--- src/rtl/ram_arbiter.sv ---
// Two-requester round-robin arbiter and sequencer for a negedge-clocked register RAM.
// Optional: define RAM_ARB_ERR_EN to add a_err/b_err and block out-of-range RAM commands.
module ram_arbiter #(
  parameter int unsigned DW    = 10,
  parameter int unsigned AW    = 4,
  parameter int unsigned DEPTH = 6
) (
  input  logic          clock,
  input  logic          reset_n,

  input  logic          a_req,
  input  logic          a_we,
  input  logic [AW-1:0] a_addr,
  input  logic [DW-1:0] a_wdata,
  output logic          a_gnt,
  output logic          a_rvalid,
  output logic [DW-1:0] a_rdata,

  input  logic          b_req,
  input  logic          b_we,
  input  logic [AW-1:0] b_addr,
  input  logic [DW-1:0] b_wdata,
  output logic          b_gnt,
  output logic          b_rvalid,
  output logic [DW-1:0] b_rdata,

`ifdef RAM_ARB_ERR_EN
  output logic          a_err,
  output logic          b_err,
`endif

  output logic          mem_write,
  output logic          mem_read,
  output logic [AW-1:0] mem_addr_w,
  output logic [AW-1:0] mem_addr_r,
  output logic [DW-1:0] mem_datain,
  input  logic [DW-1:0] mem_dataout
);

  typedef enum logic {
    PortA = 1'b0,
    PortB = 1'b1
  } port_e;

  port_e         r_last;
  port_e         w_last_d;

  logic          w_gnt_a;
  logic          w_gnt_b;
  logic          w_sel_any;
  logic          w_sel_we;
  logic [AW-1:0] w_sel_addr;
  logic [DW-1:0] w_sel_wdata;
  logic          w_sel_oor;
  logic          w_cmd_ok;

  logic          r_a_gnt;
  logic          r_b_gnt;
  logic          r_mem_write;
  logic          r_mem_read;
  logic [AW-1:0] r_mem_addr_w;
  logic [AW-1:0] r_mem_addr_r;
  logic [DW-1:0] r_mem_datain;

  // Read tags: which port owns the RAM read issued in the current cycle.
  logic          r_rd_a;
  logic          r_rd_b;
  logic          r_a_rvalid;
  logic          r_b_rvalid;
  logic [DW-1:0] r_a_rdata;
  logic [DW-1:0] r_b_rdata;

`ifdef RAM_ARB_ERR_EN
  logic          r_perr_a;
  logic          r_perr_b;
  logic          r_perd_a;
  logic          r_perd_b;
  logic          r_a_err;
  logic          r_b_err;
`endif

  always_comb begin
    w_gnt_a  = 1'b0;
    w_gnt_b  = 1'b0;
    w_last_d = r_last;
    if (a_req && (!b_req || (r_last == PortB))) begin
      w_gnt_a = 1'b1;
    end else if (b_req) begin
      w_gnt_b = 1'b1;
    end
    if (w_gnt_a) begin
      w_last_d = PortA;
    end else if (w_gnt_b) begin
      w_last_d = PortB;
    end
  end

  always_comb begin
    w_sel_any   = w_gnt_a | w_gnt_b;
    w_sel_we    = w_gnt_a ? a_we    : b_we;
    w_sel_addr  = w_gnt_a ? a_addr  : b_addr;
    w_sel_wdata = w_gnt_a ? a_wdata : b_wdata;
  end

`ifdef RAM_ARB_ERR_EN
  assign w_sel_oor = w_sel_any && (w_sel_addr >= AW'(DEPTH));
`else
  // Out-of-range addresses go to the RAM untouched; the RAM ignores them.
  assign w_sel_oor = 1'b0;
`endif

  assign w_cmd_ok = w_sel_any & ~w_sel_oor;

  always_ff @(posedge clock or negedge reset_n) begin
    if (!reset_n) begin
      r_last       <= PortB;
      r_a_gnt      <= 1'b0;
      r_b_gnt      <= 1'b0;
      r_mem_write  <= 1'b0;
      r_mem_read   <= 1'b0;
      r_mem_addr_w <= '0;
      r_mem_addr_r <= '0;
      r_mem_datain <= '0;
    end else begin
      r_last      <= w_last_d;
      r_a_gnt     <= w_gnt_a;
      r_b_gnt     <= w_gnt_b;
      r_mem_write <= w_cmd_ok & w_sel_we;
      r_mem_read  <= w_cmd_ok & ~w_sel_we;
      if (w_cmd_ok && w_sel_we) begin
        r_mem_addr_w <= w_sel_addr;
        r_mem_datain <= w_sel_wdata;
      end
      if (w_cmd_ok && !w_sel_we) begin
        r_mem_addr_r <= w_sel_addr;
      end
    end
  end

  // RAM updates dataout at the negedge of the command cycle; capture at the following posedge.
  always_ff @(posedge clock or negedge reset_n) begin
    if (!reset_n) begin
      r_rd_a     <= 1'b0;
      r_rd_b     <= 1'b0;
      r_a_rvalid <= 1'b0;
      r_b_rvalid <= 1'b0;
      r_a_rdata  <= '0;
      r_b_rdata  <= '0;
`ifdef RAM_ARB_ERR_EN
      r_perr_a   <= 1'b0;
      r_perr_b   <= 1'b0;
      r_perd_a   <= 1'b0;
      r_perd_b   <= 1'b0;
      r_a_err    <= 1'b0;
      r_b_err    <= 1'b0;
`endif
    end else begin
      r_rd_a <= w_gnt_a & ~a_we & w_cmd_ok;
      r_rd_b <= w_gnt_b & ~b_we & w_cmd_ok;
`ifdef RAM_ARB_ERR_EN
      r_perr_a   <= w_gnt_a & w_sel_oor;
      r_perr_b   <= w_gnt_b & w_sel_oor;
      r_perd_a   <= w_gnt_a & w_sel_oor & ~a_we;
      r_perd_b   <= w_gnt_b & w_sel_oor & ~b_we;
      r_a_err    <= r_perr_a;
      r_b_err    <= r_perr_b;
      r_a_rvalid <= r_rd_a | r_perd_a;
      r_b_rvalid <= r_rd_b | r_perd_b;
      if (r_rd_a) begin
        r_a_rdata <= mem_dataout;
      end else if (r_perd_a) begin
        r_a_rdata <= '0;
      end
      if (r_rd_b) begin
        r_b_rdata <= mem_dataout;
      end else if (r_perd_b) begin
        r_b_rdata <= '0;
      end
`else
      r_a_rvalid <= r_rd_a;
      r_b_rvalid <= r_rd_b;
      if (r_rd_a) begin
        r_a_rdata <= mem_dataout;
      end
      if (r_rd_b) begin
        r_b_rdata <= mem_dataout;
      end
`endif
    end
  end

  assign a_gnt      = r_a_gnt;
  assign b_gnt      = r_b_gnt;
  assign a_rvalid   = r_a_rvalid;
  assign b_rvalid   = r_b_rvalid;
  assign a_rdata    = r_a_rdata;
  assign b_rdata    = r_b_rdata;
  assign mem_write  = r_mem_write;
  assign mem_read   = r_mem_read;
  assign mem_addr_w = r_mem_addr_w;
  assign mem_addr_r = r_mem_addr_r;
  assign mem_datain = r_mem_datain;
`ifdef RAM_ARB_ERR_EN
  assign a_err      = r_a_err;
  assign b_err      = r_b_err;
`endif

endmodule

--- config.mk ---
export PLATFORM = sky130hd
export DESIGN_NAME = ram_arbiter
export DESIGN_NICKNAME = d
export VERILOG_FILES = /design/src/rtl/ram_arbiter.sv
export SDC_FILE = /design/constraint.sdc
export NUM_CORES = 1
export LEC_CHECK = 0
export ABC_AREA = 0
export BUFFER_PORTS_ARGS = -buffer_cell sky130_fd_sc_hd__buf_2
export CELL_PAD_IN_SITES_DETAIL_PLACEMENT = 0
export CELL_PAD_IN_SITES_GLOBAL_PLACEMENT = 1
export CORE_MARGIN = 5
export CORE_UTILIZATION = 37
export CTS_CLUSTER_DIAMETER = 150
export CTS_CLUSTER_SIZE = 16
export DETAILED_ROUTE_END_ITERATION = 10
export GPL_ROUTABILITY_DRIVEN = 0
export GPL_TIMING_DRIVEN = 0
export HOLD_SLACK_MARGIN = 0.03
export PLACE_DENSITY = 0.95
export SYNTH_ARGS = -nofsm -noshare
export SYNTH_HDL_FRONTEND = slang
export SYNTH_SLANG_ARGS = --single-unit
--- constraint.sdc ---
create_clock -name clock -period 2.9 [get_ports clock]
set_input_delay 0.58 -clock clock [delete_from_list [all_inputs] [get_ports clock]]
set_output_delay 0.58 -clock clock [all_outputs]
set_load 0.05 [all_outputs]
==> metrics <==
status=finished clean; final non-filler cell total=298; Hold Path Class=reg -> reg; WL/cell=12.9 um; H-tree levels=2; Final ANT Viol Nets=0; combinational fraction of design power=38.8%; syn_nets=180; Final Hold Vio Count=0; die width=80.5 um; Main synth FF type=dfrtp_1; register area share after synthesis=64.1%; I/O pin cnt=88; Sw Share=41.8%; Initial Util=38.4%; DR vias=1331; top-count cell post-synth=dfrtp_1; # nets final=274; first-pass GRT wire length=6400 um; initial DRC count=31; Final min period=1500 ps; RSZ-0062 raised after global routing=no; top post-synthesis cells by area=dfrtp_1 63%, mux2_2 12%, mux2i_1 7.6%; antenna violations before repair=0; Buffers on Ports=87; Reg area=0.00118 sq mm; kind of critical path=reg -> out; synth-to-layout area growth=32.7%; worst endpoint required time=2320 ps; largest net degree at the start of global routing=48; Worst-Margin Slew=1010 ps; placed cells=290; via density per instance=4.47; Crit path max-delay family=flip-flops; total gr overflow=0; CP Data Arrival Time=920 ps; HPWL Detailed=2910 um; Multi-input gate area=599 sq um; Post-synth EDFFs=0; post-synthesis register bit count=47; Fin Clk Skew=7.27 ps; Max Root-Sink Buffers=2; maxcap violations=0; Yosys cell types=21; cts repair resizes=0; Post-CTS Setup Inserts=0; CTS tree=done; hold buffers post-CTS=0; max_slew headroom=32.8%; Synth async-reset ratio=100%; Core ar.=0.00479 sq mm; Worst Path Buf+Inv=1; critical path launch point type=register; peak supply drop=0.254 mV; final setup fails=0; syn avg cell area=13.5 sq um; Root Buffer=clkbuf_8; total negative slack=0 ps; Netlist Area Pre-Place=0.00184 sq mm; final wirelength=3840 um; kind of end point of the critical path=output pin; Critical-path top delay cell=dfrtp_1; Pre-Repair DR Iteration Count=4; hold slack=373 ps; Final Util=50.9%; gate count after technology mapping=136; Num CTS Buffers=5; synth warn=0; # rows=25; clock sinks=47; diode count=0; Cell Pwr Density=802 mW/mm^2; Flop pwr share=42.4%; die height=80.5 um; Synth top area share=62.7%; CP Max Fanout=2; leakage=1.26 nW; fin. max-slew vios=0; DRC errors left=0; switching power=0.000816 W; critical path cell sequence=buf_2; Max Clock Freq=667 MHz; area leader, netlist=dfrtp_1; Worst-path clk slew=80 ps; all-layer global routing usage=12.9%; share of layout cells above drive strength 1=54.1%; period utilisation layout=51.7%; FILL cells=457; max incr delay on CP=360 ps; number of global-route vias before repair=1357; die area=0.00647 sq mm; Int Pwr=0.00114 W; clock power share=18.9%; worst skew pair latency=290 ps; synth cell count leaders=46 x dfrtp_1, 20 x mux2_2, 14 x mux2i_1
-- flip-flops by register name, indices dropped and copies added, names as in the netlist --
signal,count
mem_datain,10
a_rvalid,1
r_rd_a,1
b_gnt,1
r_last,1
b_rvalid,1
mem_write,1
a_gnt,1
a_rdata,10
mem_addr_r,4
r_rd_b,1
mem_addr_w,4
b_rdata,10
mem_read,1
-- metal layers --
metal  global-route usage [%]  vias up  part of all wire, %
met3                     4.82        5                   10
met2                     22.1       59                   47
met1                     15.2      609                   42
met4                     3.55        0                  1.1
li1                         -      658                    -
met5                        0        -                    0
-- placed cells by master (no fill, tap or decap) --
master    instances
a21boi_2          1
a21oi_1           9
a32o_1            1
a32oi_2           1
and2_1            1
buf_2            89
buf_4             2
buf_8             1
clkbuf_1          2
clkbuf_2          1
clkbuf_8          5
clkinv_2          1
dfrtp_1          46
dfstp_2           1
inv_1             3
inv_2             1
mux2_2           20
mux2i_1          14
nand2_1          10
nand2_2           1
nand2b_4          1
nor2_1           10
o21ai_0           7
o21ai_1           3
-- cell families after synthesis --
logic type             share of synthesized area, %
AND/OR/NAND/NOR                                5.52
buffers and inverters                          3.27
flip-flops                                     64.1
multiplexers                                   19.9
AO/OA/AOI/OAI                                  7.22
-- layout make-up --
| cell class | instances | area share (%) |
|---|---|---|
| clock buffer | 7 | 3.13 |
| clock inverter | 1 | 0.205 |
| inverter | 4 | 0.616 |
| timing repair buffer | 87 | 17.9 |
| tap | 67 | 3.44 |
| buffer | 6 | 1.85 |
| multi-input combinational | 79 | 24.6 |
| sequential | 47 | 48.3 |
-- through the flow --
stage / setup slack [ps] / power [W] / cell area [sq um]
after floorplan: 1550 / 0.00141 / 1840
after global placement: 1270 / 0.00160 / 2360
after detailed placement: 1230 / 0.00161 / 2360
after CTS: 1380 / 0.00199 / 2440
after global routing: 1340 / 0.00206 / 2440
final: 1400 / 0.00195 / 2440
-- path summary, 6_finish.rpt --
path	start	endpoint	slack [ps]	depth (start not counted)
worst max register to register	r_last$_DFFE_PN1P_	mem_datain[5]$_DFFE_PN0P_	1450	5
worst min register to register	r_rd_a$_DFF_PN0_	a_rvalid$_DFF_PN0_	370	0
min in group asynchronous	reset_n	mem_datain[8]$_DFFE_PN0P_	460	1
max in group asynchronous	reset_n	a_rdata[9]$_DFFE_PN0P_	1820	1
worst max-delay path	mem_addr_r[1]$_DFFE_PN0P_	mem_addr_r[1]	1400	1
worst min-delay path	r_rd_a$_DFF_PN0_	a_rvalid$_DFF_PN0_	370	0
-- power by group through the flow --
stage          sequential, W  clock (W)  combinational (W)
3_5_place_dp        0.000840          0           0.000769
3_3_place_gp        0.000837          0           0.000760
4_1_cts             0.000829   0.000388           0.000769
6_report            0.000828   0.000369           0.000757
5_1_grt             0.000844   0.000415           0.000803
2_1_floorplan        0.00125          0           0.000151
Note: power is estimated with default switching activity, not from simulation.
